===== src/rtl/entity_slot_scheduler_if.sv =====
// Request bus from the game-logic requesters into the slot scheduler.
// One valid/ready lane per requester; slot and entity fields are packed per requester.
interface entity_slot_scheduler_if #(
  parameter int NUM_REQ  = 4,
  parameter int ENTITY_W = 14
);
  logic [NUM_REQ-1:0]          req_valid;
  logic [NUM_REQ-1:0]          req_clear;
  logic [4*NUM_REQ-1:0]        req_slot;
  logic [ENTITY_W*NUM_REQ-1:0] req_entity;
  logic [NUM_REQ-1:0]          req_ready;

  modport master (
    output req_valid,
    output req_clear,
    output req_slot,
    output req_entity,
    input  req_ready
  );

  modport slave (
    input  req_valid,
    input  req_clear,
    input  req_slot,
    input  req_entity,
    output req_ready
  );
endinterface


===== src/rtl/entity_slot_scheduler.sv =====
// Round-robin writes into a shadow entity table, copied to the active table at frame start.
// Grant is combinational; entity_out lags frame_start by 2 edges; no grants during frame_start/COMMIT.
module entity_slot_scheduler #(
  parameter int NUM_REQ   = 4,
  parameter int NUM_SLOTS = 9,
  parameter int ENTITY_W  = 14
) (
  input  logic                          clk,
  input  logic                          rst_n,
  entity_slot_scheduler_if.slave        req_if,
  input  logic                          frame_start,
  output logic [ENTITY_W*NUM_SLOTS-1:0] entity_out,
  output logic                          commit_done,
  output logic                          drop_err
);

  localparam int PTR_W = (NUM_REQ > 1) ? $clog2(NUM_REQ) : 1;
  localparam logic [ENTITY_W-1:0] EMPTY_ENT = {4'hF, {(ENTITY_W-4){1'b0}}};

  typedef enum logic {
    ST_ACCEPT = 1'b0,
    ST_COMMIT = 1'b1
  } state_t;

  state_t               state_q, state_d;
  logic [PTR_W-1:0]     rr_ptr_q, rr_ptr_d;
  logic                 dirty_q, dirty_d;
  logic                 commit_done_q, commit_done_d;
  logic                 drop_err_q, drop_err_d;
  logic [ENTITY_W-1:0]  shadow_q [NUM_SLOTS];
  logic [ENTITY_W-1:0]  shadow_d [NUM_SLOTS];
  logic [ENTITY_W-1:0]  active_q [NUM_SLOTS];
  logic [ENTITY_W-1:0]  active_d [NUM_SLOTS];

  logic                 grant_vld;
  logic [PTR_W-1:0]     grant_idx;
  logic [3:0]           sel_slot;
  logic                 sel_clear;
  logic [ENTITY_W-1:0]  sel_entity;
  logic                 sel_in_range;

  // Two passes give the rotating priority: requesters at/after rr_ptr first, then the wrap.
  always_comb begin
    grant_vld = 1'b0;
    grant_idx = '0;
    if (state_q == ST_ACCEPT && !frame_start) begin
      for (int i = 0; i < NUM_REQ; i++) begin
        if (!grant_vld && req_if.req_valid[i] && (PTR_W'(i) >= rr_ptr_q)) begin
          grant_vld = 1'b1;
          grant_idx = PTR_W'(i);
        end
      end
      for (int i = 0; i < NUM_REQ; i++) begin
        if (!grant_vld && req_if.req_valid[i] && (PTR_W'(i) < rr_ptr_q)) begin
          grant_vld = 1'b1;
          grant_idx = PTR_W'(i);
        end
      end
    end
  end

  always_comb begin
    req_if.req_ready = '0;
    sel_slot         = '0;
    sel_clear        = 1'b0;
    sel_entity       = '0;
    for (int i = 0; i < NUM_REQ; i++) begin
      if (grant_vld && grant_idx == PTR_W'(i)) begin
        req_if.req_ready[i] = 1'b1;
        sel_slot            = req_if.req_slot[4*i +: 4];
        sel_clear           = req_if.req_clear[i];
        sel_entity          = req_if.req_entity[ENTITY_W*i +: ENTITY_W];
      end
    end
    sel_in_range = (sel_slot < 4'(NUM_SLOTS));
  end

  always_comb begin
    state_d       = state_q;
    rr_ptr_d      = rr_ptr_q;
    dirty_d       = dirty_q;
    commit_done_d = 1'b0;
    drop_err_d    = 1'b0;
    shadow_d      = shadow_q;
    active_d      = active_q;

    case (state_q)
      ST_ACCEPT: begin
        if (frame_start) begin
          state_d = ST_COMMIT;
        end
        if (grant_vld) begin
          rr_ptr_d = (grant_idx == PTR_W'(NUM_REQ-1)) ? '0 : grant_idx + PTR_W'(1);
          if (sel_in_range) begin
            for (int s = 0; s < NUM_SLOTS; s++) begin
              if (sel_slot == 4'(s)) begin
                shadow_d[s] = sel_clear ? EMPTY_ENT : sel_entity;
              end
            end
            dirty_d = 1'b1;
          end else begin
            drop_err_d = 1'b1;
          end
        end
      end
      ST_COMMIT: begin
        state_d = ST_ACCEPT;
        // A frame with no writes leaves the active table and commit_done untouched.
        if (dirty_q) begin
          active_d      = shadow_q;
          dirty_d       = 1'b0;
          commit_done_d = 1'b1;
        end
      end
      default: state_d = ST_ACCEPT;
    endcase
  end

  always_ff @(posedge clk or negedge rst_n) begin
    if (!rst_n) begin
      state_q       <= ST_ACCEPT;
      rr_ptr_q      <= '0;
      dirty_q       <= 1'b0;
      commit_done_q <= 1'b0;
      drop_err_q    <= 1'b0;
      shadow_q      <= '{default: EMPTY_ENT};
      active_q      <= '{default: EMPTY_ENT};
    end else begin
      state_q       <= state_d;
      rr_ptr_q      <= rr_ptr_d;
      dirty_q       <= dirty_d;
      commit_done_q <= commit_done_d;
      drop_err_q    <= drop_err_d;
      shadow_q      <= shadow_d;
      active_q      <= active_d;
    end
  end

  always_comb begin
    entity_out = '0;
    for (int s = 0; s < NUM_SLOTS; s++) begin
      entity_out[ENTITY_W*s +: ENTITY_W] = active_q[s];
    end
  end

  assign commit_done = commit_done_q;
  assign drop_err    = drop_err_q;

endmodule


===== src/flat_wrapper.sv =====
// flat-port wrapper written by rule: the top's interface ports become plain ports
module entity_slot_scheduler_flat 
#(
  parameter int NUM_REQ   = 4,
  parameter int NUM_SLOTS = 9,
  parameter int ENTITY_W  = 14
)
  (clk, rst_n, frame_start, entity_out, commit_done, drop_err, req_if_req_valid, req_if_req_clear, req_if_req_slot, req_if_req_entity, req_if_req_ready);
  entity_slot_scheduler_if #(.NUM_REQ(NUM_REQ), .ENTITY_W(ENTITY_W)) req_if_i ();
  input  logic clk;
  input  logic rst_n;
  input  logic frame_start;
  output logic [ENTITY_W*NUM_SLOTS-1:0] entity_out;
  output logic commit_done;
  output logic drop_err;
  input wire logic [$bits(req_if_i.req_valid)-1:0] req_if_req_valid;
  input wire logic [$bits(req_if_i.req_clear)-1:0] req_if_req_clear;
  input wire logic [$bits(req_if_i.req_slot)-1:0] req_if_req_slot;
  input wire logic [$bits(req_if_i.req_entity)-1:0] req_if_req_entity;
  output wire logic [$bits(req_if_i.req_ready)-1:0] req_if_req_ready;
  assign req_if_i.req_valid = req_if_req_valid;
  assign req_if_i.req_clear = req_if_req_clear;
  assign req_if_i.req_slot = req_if_req_slot;
  assign req_if_i.req_entity = req_if_req_entity;
  assign req_if_req_ready = req_if_i.req_ready;
  entity_slot_scheduler #(.NUM_REQ(NUM_REQ), .NUM_SLOTS(NUM_SLOTS), .ENTITY_W(ENTITY_W)) u_core (.clk(clk), .rst_n(rst_n), .req_if(req_if_i), .frame_start(frame_start), .entity_out(entity_out), .commit_done(commit_done), .drop_err(drop_err));
endmodule

===== config.mk =====
export PLATFORM = sky130hd
export DESIGN_NAME = entity_slot_scheduler_flat
export DESIGN_NICKNAME = d
export VERILOG_FILES = /design/src/rtl/entity_slot_scheduler_if.sv /design/src/rtl/entity_slot_scheduler.sv /design/src/flat_wrapper.sv
export SDC_FILE = /design/constraint.sdc
export NUM_CORES = 1
export LEC_CHECK = 0
export CELL_PAD_IN_SITES_DETAIL_PLACEMENT = 0
export CELL_PAD_IN_SITES_GLOBAL_PLACEMENT = 1
export CORE_MARGIN = 8
export CORE_UTILIZATION = 45
export DETAILED_ROUTE_END_ITERATION = 7
export HOLD_SLACK_MARGIN = 0.08
export MAX_ROUTING_LAYER = met4
export PLACE_DENSITY_LB_ADDON = 0.1
export SYNTH_ARGS = -nofsm -noshare
export SYNTH_HDL_FRONTEND = slang
export SYNTH_SLANG_ARGS = --single-unit

===== constraint.sdc =====
create_clock -name clk -period 14.55 [get_ports clk]
set_input_delay 4.365 -clock clk [delete_from_list [all_inputs] [get_ports clk]]
set_output_delay 4.365 -clock clk [all_outputs]
set_load 0.05 [all_outputs]

==> summary.md, run 1 <==
| Metric | Value |
|---|---|
| Post-Syn Nets | slightly below 800 |
| First DRT Iteration DRCs | around 340 |
| EDFF count, synth | 0 |
| Post-CTS Hold Buffers | 0 |
| Final wirelength | between 20000 and 30000 µm |
| YS warnings | 0 |
| Final worst-path cycle share | 0.826 |
| Top-count cell post-synth | mux2_2 |
| CTS tree | done |
| Synth top cells by count | 187 x mux2_2, 186 x dfrtp_1, 72 x dfstp_2 |
| Crit path capture type | primary output |
| CTS Sinks | between 200 and 300 |
| Wirelength per Cell | 21.4 µm |
| Fin. max-slew vios | 0 |
| Highest Clock Rate | ~83 MHz |
| Synth area leaders | dfrtp_1 44%, mux2_2 20%, dfstp_2 18%, mux2_1 5.9%, mux2_4 1.4% |
| Top_reg_cell synth | dfrtp_1 |
| Design area | 13900 µm² |
| Worst vdd rail ir drop | roughly 0.00011 V |
| Worst setup path category | input port to primary output |
| Pre-CTS worst setup slack | approximately 2.5 ns |
| Crit path max-delay family | buffers and inverters |
| Total number of vias | about 6500 |
| Cell Area, Synth | between 10000 and 15000 µm² |
| Cells after Synth | 690 |
| Post-DP HPWL | 18000 µm |
| Slowest cell on crit path | clkdlybuf4s50_1 |
| Seq cells post-synth | ~260 |
| Met1 Use GR | 0.243 |
| MaxCap Viol Count | 0 |
| Port Buffers | around 210 |
| Leading area contributor after synthesis | dfrtp_1 |
| Syn_area_per_cell | around 15 µm² |
| Clock transition at path regs | 0.06 ns |
| # IOs | 215 |
| Layout cells sized above 1 | 0.367 |
| Clk_lat worst skew | about 0.51 ns |
| H-tree levels | 1 |
| Post-CTS Setup Inserts | 0 |
| Sequential area share after synthesis | 0.621 |
| Vias in the first global route | slightly above 7000 |
| Power Density | between 150 and 200 nW/µm² |
| Switch Pwr | 921 µW |
| Initial antenna violation count | 1 |
| Worst hold slack | 0.483 ns |
| Clock skew | between 0.01 and 0.015 ns |
| Internal power | between 1500 and 2000 µW |
| Netlist cell types | 44 |
| Comb pwr share | 0.345 |
| Sequential Power Share | 0.409 |
| Clk buf depth | 3 |
| Routability Congestion | around 0.87 |
| Fin util | 0.597 |
| GR Util met3 | 0.0417 |
| Critical path startpoint category | input port |
| CP required | just over 10 ns |
| Crit-path cells | clkdlybuf4s50_1, or2_1, or2_1, buf_4, nor3_1, ha_1, and2_1, clkdlybuf4s50_1 |
| Hold Path Class | register to register |
| DR pass1 iterations | 4 |
| First-pass GRT wire length | roughly 42000 µm |
| GRT Total Usage | 0.192 |
| CTS Root Buffer Type | clkbuf_16 |
| CP bufs+invs | 3 |
| Cts bufs inserted | 27 |
| Nets | slightly below 1000 |
| Arrival @ worst endpoint | 7.65 ns |
| Global route hottest layer | met2 |
| Post-CTS resize count | 0 |
| Fill count | between 1500 and 2000 |
| Overflow after GRT | 0 |
| Antenna viol nets, final | 0 |
| Async S/R FF share, synth | 1.00 |
| Status | finished, final reports clean |
| Starting density of the core | 0.453 |
| Worst-Margin Slew | roughly 1.2 ns |
| CP Max Fanout | 22 |
| Clock Power Share | 0.246 |
| Row Count | 56 |
| Worst path max stage delay | around 0.80 ns |
| Largest net degree at the start of global routing | 116 |
| Die area | approximately 29000 µm² |
| Final setup vio count | 0 |
| Layout area overhead | 31.8% |
| Dpl cell area | roughly 13000 µm² |
| Sw Share | 0.353 |
| Post-synth top area share | 0.442 |
| Final Hold Fails | 0 |
| Setup TNS | 0 ns |
| Vias/cell | roughly 5.3 |
| Core Region | between 20000 and 25000 µm² |
| Leak | between 0.006 and 0.007 µW |
| Final min period | 12.02 ns |
| RSZ-0062 raised after global routing | no |
| Max transition margin | 0.191 |
| Fin worst setup slack | 2.53 ns |
| Die W | about 170 µm |
| Global Route met2 Usage | 0.301 |
| Die Y | approximately 170 µm |
| # DRC | 0 |
worst paths after layout:
kind / cells past startpoint / slack, ns / end / from
setup / recovery: 8 / 2.53 / req_if_req_ready[1] / frame_start
min in group asynchronous: 1 / 3.89 / u_core.entity_out[76] / rst_n
hold / removal: 1 / 0.48 / u_core.shadow_q[30] / u_core.shadow_q[30]
hold reg to reg: 1 / 0.48 / u_core.shadow_q[30] / u_core.shadow_q[30]
max in group asynchronous: 2 / 8.99 / u_core.shadow_q[23] / rst_n
setup reg to reg: 10 / 9.25 / u_core.shadow_q[34] / u_core.state_q
state kept, by name, indices dropped and copies added (netlist names):
register and cells:
u_core.commit_done 1, u_core.dirty_q 1, u_core.drop_err 1, u_core.entity_out 126, u_core.rr_ptr_q 2, u_core.shadow_q 126
u_core.state_q 1
routing by layer:
metal	vias up	part of all wire	wire, µm
li1	2935	-	-
met1	3369	0.44	11700
met2	191	0.46	12400
met3	43	0.061	1630
met4	0	0.034	915
met5	-	0	0
stage by stage:
stage | power, µW | cells
final | 2610 | 1244
after global routing | 2730 | 1243
after CTS | 2640 | 1243
after detailed placement | 1990 | 1194
after global placement | 1970 | 1194
after floorplan | 1650 | 690
cell families (layout without fill, tap and decap cells):
| group | Yosys count | in the layout | share of synthesized area |
|---|---|---|---|
| DFF | 258 | 258 | 0.621 |
| and+or+nand+nor | 75 | 75 | 0.0427 |
| buffers and inverters | 43 | 277 | 0.0180 |
| other | 0 | 1 | 0 |
| muxes | 253 | 253 | 0.274 |
| AOI/OAI and AO/OA | 57 | 57 | 0.0396 |
| adders and majority gates | 4 | 4 | 0.00475 |
power groups by stage:
stage          registers, µW  clock network (µW)  logic, µW
2_1_floorplan           1400                   0        243
3_3_place_gp            1070                   0        896
3_5_place_dp            1080                   0        908
4_1_cts                 1070                 660        911
5_1_grt                 1090                 693        943
6_report                1070                 641        901
layout make-up:
class / count / area, µm² / share of cell area
inverters: 6 / 22.5 / 0.00162
clock buffers: 37 / 753 / 0.0542
repair buffers: 222 / 2210 / 0.159
clock inverters: 12 / 88.8 / 0.00639
flip-flops and latches: 258 / 6550 / 0.471
diodes: 1 / 2.50 / 0.000180
multi-input cells: 389 / 3870 / 0.279
well taps: 319 / 399 / 0.0287
worst reg2reg max path: stages (launching register included):
cell	delay (ns)
dfrtp_1	0.44
or2_1	0.26
or2_1	0.24
buf_4	0.22
nor3_1	0.42
ha_1	0.71
nor2b_1	0.45
a221oi_1	0.72
or2_1	0.38
nor4b_4	0.91
mux2_2	0.42
cell usage in the layout (no fill, tap or decap), types with 5 or more instances in the layout:
master,instances
clkdlybuf4s50_1,213
mux2_2,187
dfrtp_1,186
dfstp_2,72
mux2_1,55
clkbuf_16,27
nand2_1,19
nor2b_1,13
a221oi_1,13
or4_1,11
mux2_4,10
clkinv_2,10
a21oi_1,8
buf_4,8
o22ai_1,7
a21oi_2,7
clkbuf_1,6
or2_1,5
o21ai_0,5
nor2_1,5
Power figures use the tool's default switching activity.
==> run 2, diff against run 1 <==
- CORE_UTILIZATION: 45 -> 38
- clock period: 14.55 -> 10.1 ns (I/O delays scaled with it)
==> run 2 against run 1 <==
  * Via count up 0.34%
  * Global-route usage is 1.9 points lower
  * Final area rose by 1.2%
  * Routed wire length grew 5.4%
  * Utilization decreased by 8.7 points
  * Sequential power is 44% higher
  * Hold slack got worse by 0.0025 ns
  * Non-clock buffer count did not move
  * Clock skew is 0.0026 ns higher
==> summary.md, run 2 (synthesized netlist as in run 1, its figures left out) <==
| Metric | Value |
|---|---|
| CTS Root Buffer Type | clkbuf_16 |
| Total design power | 3850 µW (+47%) |
| Design area | 14100 µm² (+1.2%) |
| Layout area overhead | 33.4% |
| First-pass GRT wire length | 43400 µm (+4.6%) |
| Status | finished, final reports clean |
| Post-CTS Hold Buffers | 0 (unchanged) |
| Crit path max-delay family | buffers and inverters |
| Largest net degree at the start of global routing | 142 (+22%) |
| Fin. max-slew vios | 0 (unchanged) |
| Total number of vias | 6560 (+0.34%) |
| Clock transition at path regs | 0.06 ns (about the same) |
| CP Max Fanout | 17 (-23%) |
| Clock skew | 0.0172 ns (+0.00262 ns) |
| Antenna viol nets, final | 0 (unchanged) |
| Crit path capture type | primary output |
| Crit-path cells | clkdlybuf4s50_1, or2_1, or2_1, nor3_1, ha_1, inv_2, nor2_1, clkdlybuf4s50_1 |
| RSZ-0062 raised after global routing | no |
| Worst setup path category | input port to primary output |
| CP bufs+invs | 3 (unchanged) |
| Fill count | 2372 (+27%) |
| Final wirelength | 28000 µm (+5.4%) |
| Commonest non-fill, non-tap cell in the layout | clkdlybuf4s50_1 |
| Power Density | 273 nW/µm² (+46%) |
| Final min period | between 9 and 10 ns |
| DR pass1 iterations | 4 (unchanged) |
| Clk buf depth | 3 (unchanged) |
| Post-CTS resize count | 0 (unchanged) |
| Cts bufs inserted | 28 (+3.7%) |
| Critical path startpoint category | input port |
| Port Buffers | 214 (unchanged) |
| Worst vdd rail ir drop | 0.000162 V (+42%) |
| Vias/cell | 5.03 (-4.4%) |
| Row Count | 61 (+8.9%) |
| Post-CTS Setup Inserts | 0 (unchanged) |
| Final Hold Fails | 0 (unchanged) |
| Dpl cell area | 13100 µm² (+0.62%) |
| Worst path max stage delay | 0.82 ns (+0.02 ns) |
| CTS tree | done |
| Die W | 183 µm (+8.0%) |
| Overflow after GRT | 0 (unchanged) |
| Setup TNS | 0 ns (unchanged) |
| Hold Path Class | register to register |
| Wirelength per Cell | 21.5 µm (+0.47%) |
| # DRC | 0 (unchanged) |
| First DRT Iteration DRCs | 292 (-14%) |
| Core Region | 27600 µm² (+18%) |
| Die area | 33300 µm² (+17%) |
| CTS Sinks | 258 (unchanged) |
| Routability Congestion | 0.873 (+0.15%) |
| Highest Clock Rate | between 100 and 150 MHz |
| Vias in the first global route | 7286 (+1.5%) |
| Leak | 0.00632 µW (+0.36%) |
| Most frequent cells in the layout | 213 x clkdlybuf4s50_1, 187 x mux2_2, 186 x dfrtp_1, 72 x dfstp_2, 55 x mux2_1 |
| Clk_lat worst skew | 0.54 ns (+0.03 ns) |
| Final worst-path cycle share | 0.898 |
| Nets | 992 (+0.10%) |
| Starting density of the core | 0.383 (-0.0706) |
| CP required | 7.07 ns (-3.11 ns) |
| GRT Total Usage | 0.173 (-0.0192) |
| Ant diodes | 0 (-1) |
| Arrival @ worst endpoint | 6.04 ns (-1.61 ns) |
| Final setup vio count | 0 (unchanged) |
| Initial antenna violation count | 1 (unchanged) |
| H-tree levels | 1 (unchanged) |
| Post-DP HPWL | 19100 µm (+5.8%) |
| Max transition margin | 0.149 (-0.0415) |
| Die Y | 183 µm (+8.0%) |
| # IOs | 215 (unchanged) |
| Layout cells sized above 1 | 0.367 (about the same) |
| MaxCap Viol Count | 0 (unchanged) |
| Slowest cell on crit path | clkdlybuf4s50_1 |
| Worst-Margin Slew | 1.27 ns (+0.0624 ns) |
-- run 2: changes by cell type in the layout (fill, tap and decap cells not counted), moves of 2 or more --
cell        previous run  this run
clkinv_2              10         3
clkinvlp_4             0         2
a21oi_1                8         6
a21oi_2                7         9
clkbuf_1               6        10
-- run 2: metal layers --
| layer | share of wire | up-vias | track usage |
|---|---|---|---|
| met5 | 0 | - | - |
| met4 | 0.024 | 0 | 0.0472 |
| met3 | 0.050 | 39 | 0.0334 |
| met2 | 0.48 | 193 | 0.277 |
| met1 | 0.45 | 3392 | 0.222 |
| li1 | - | 2936 | - |
-- run 2: final cells by class --
cell class	count	area, µm²	share of cell area
flip-flops and latches	258	6550	0.465
multi-input cells	389	3880	0.276
repair buffers	222	2210	0.157
clock buffers	43	807	0.0574
well taps	378	473	0.0336
clock inverters	9	129	0.00916
inverters	6	22.5	0.00160
-- run 2: per-stage QoR --
step,std cells,setup slack [ns],hold WS (ns),utilization
CTS,1305,1.05,0.487,0.510
floorplan,690,1.65,0.438,-
detailed placement,1253,1.06,0.471,0.477
global placement,1253,1.11,0.463,0.477
finish,1305,1.03,0.480,0.510
global route,1305,0.792,0.504,0.510
-- run 2: path summary, 6_finish.rpt --
path,from,end,slack (ns),depth (start not counted)
setup / recovery,frame_start,req_if_req_ready[3],1.03,8
hold / removal,u_core.shadow_q[28],u_core.shadow_q[28],0.48,1
hold reg to reg,u_core.shadow_q[28],u_core.shadow_q[28],0.48,1
max in group asynchronous,rst_n,u_core.entity_out[91],6.01,2
setup reg to reg,u_core.rr_ptr_q[1],u_core.shadow_q[56],5.34,9
min in group asynchronous,rst_n,u_core.shadow_q[45],2.64,1
-- run 2: worst reg2reg max path, delay by kind of cell (launching register included) --
| kind | cells | cell delay, ns |
|---|---|---|
| compound gates | 4 | 1.95 |
| fa+ha+maj | 1 | 0.19 |
| buf+inv | 1 | 0.20 |
| flops | 1 | 0.48 |
| mux | 1 | 0.43 |
| simple gates | 2 | 1.39 |
-- run 2: where the power goes --
group          total, µW  switching (µW)  leakage [µW]  internal (µW)
Sequential          1540             153       0.00330           1380
Combinational       1300             799       0.00257            502
Clock               1010             404      0.000449            604
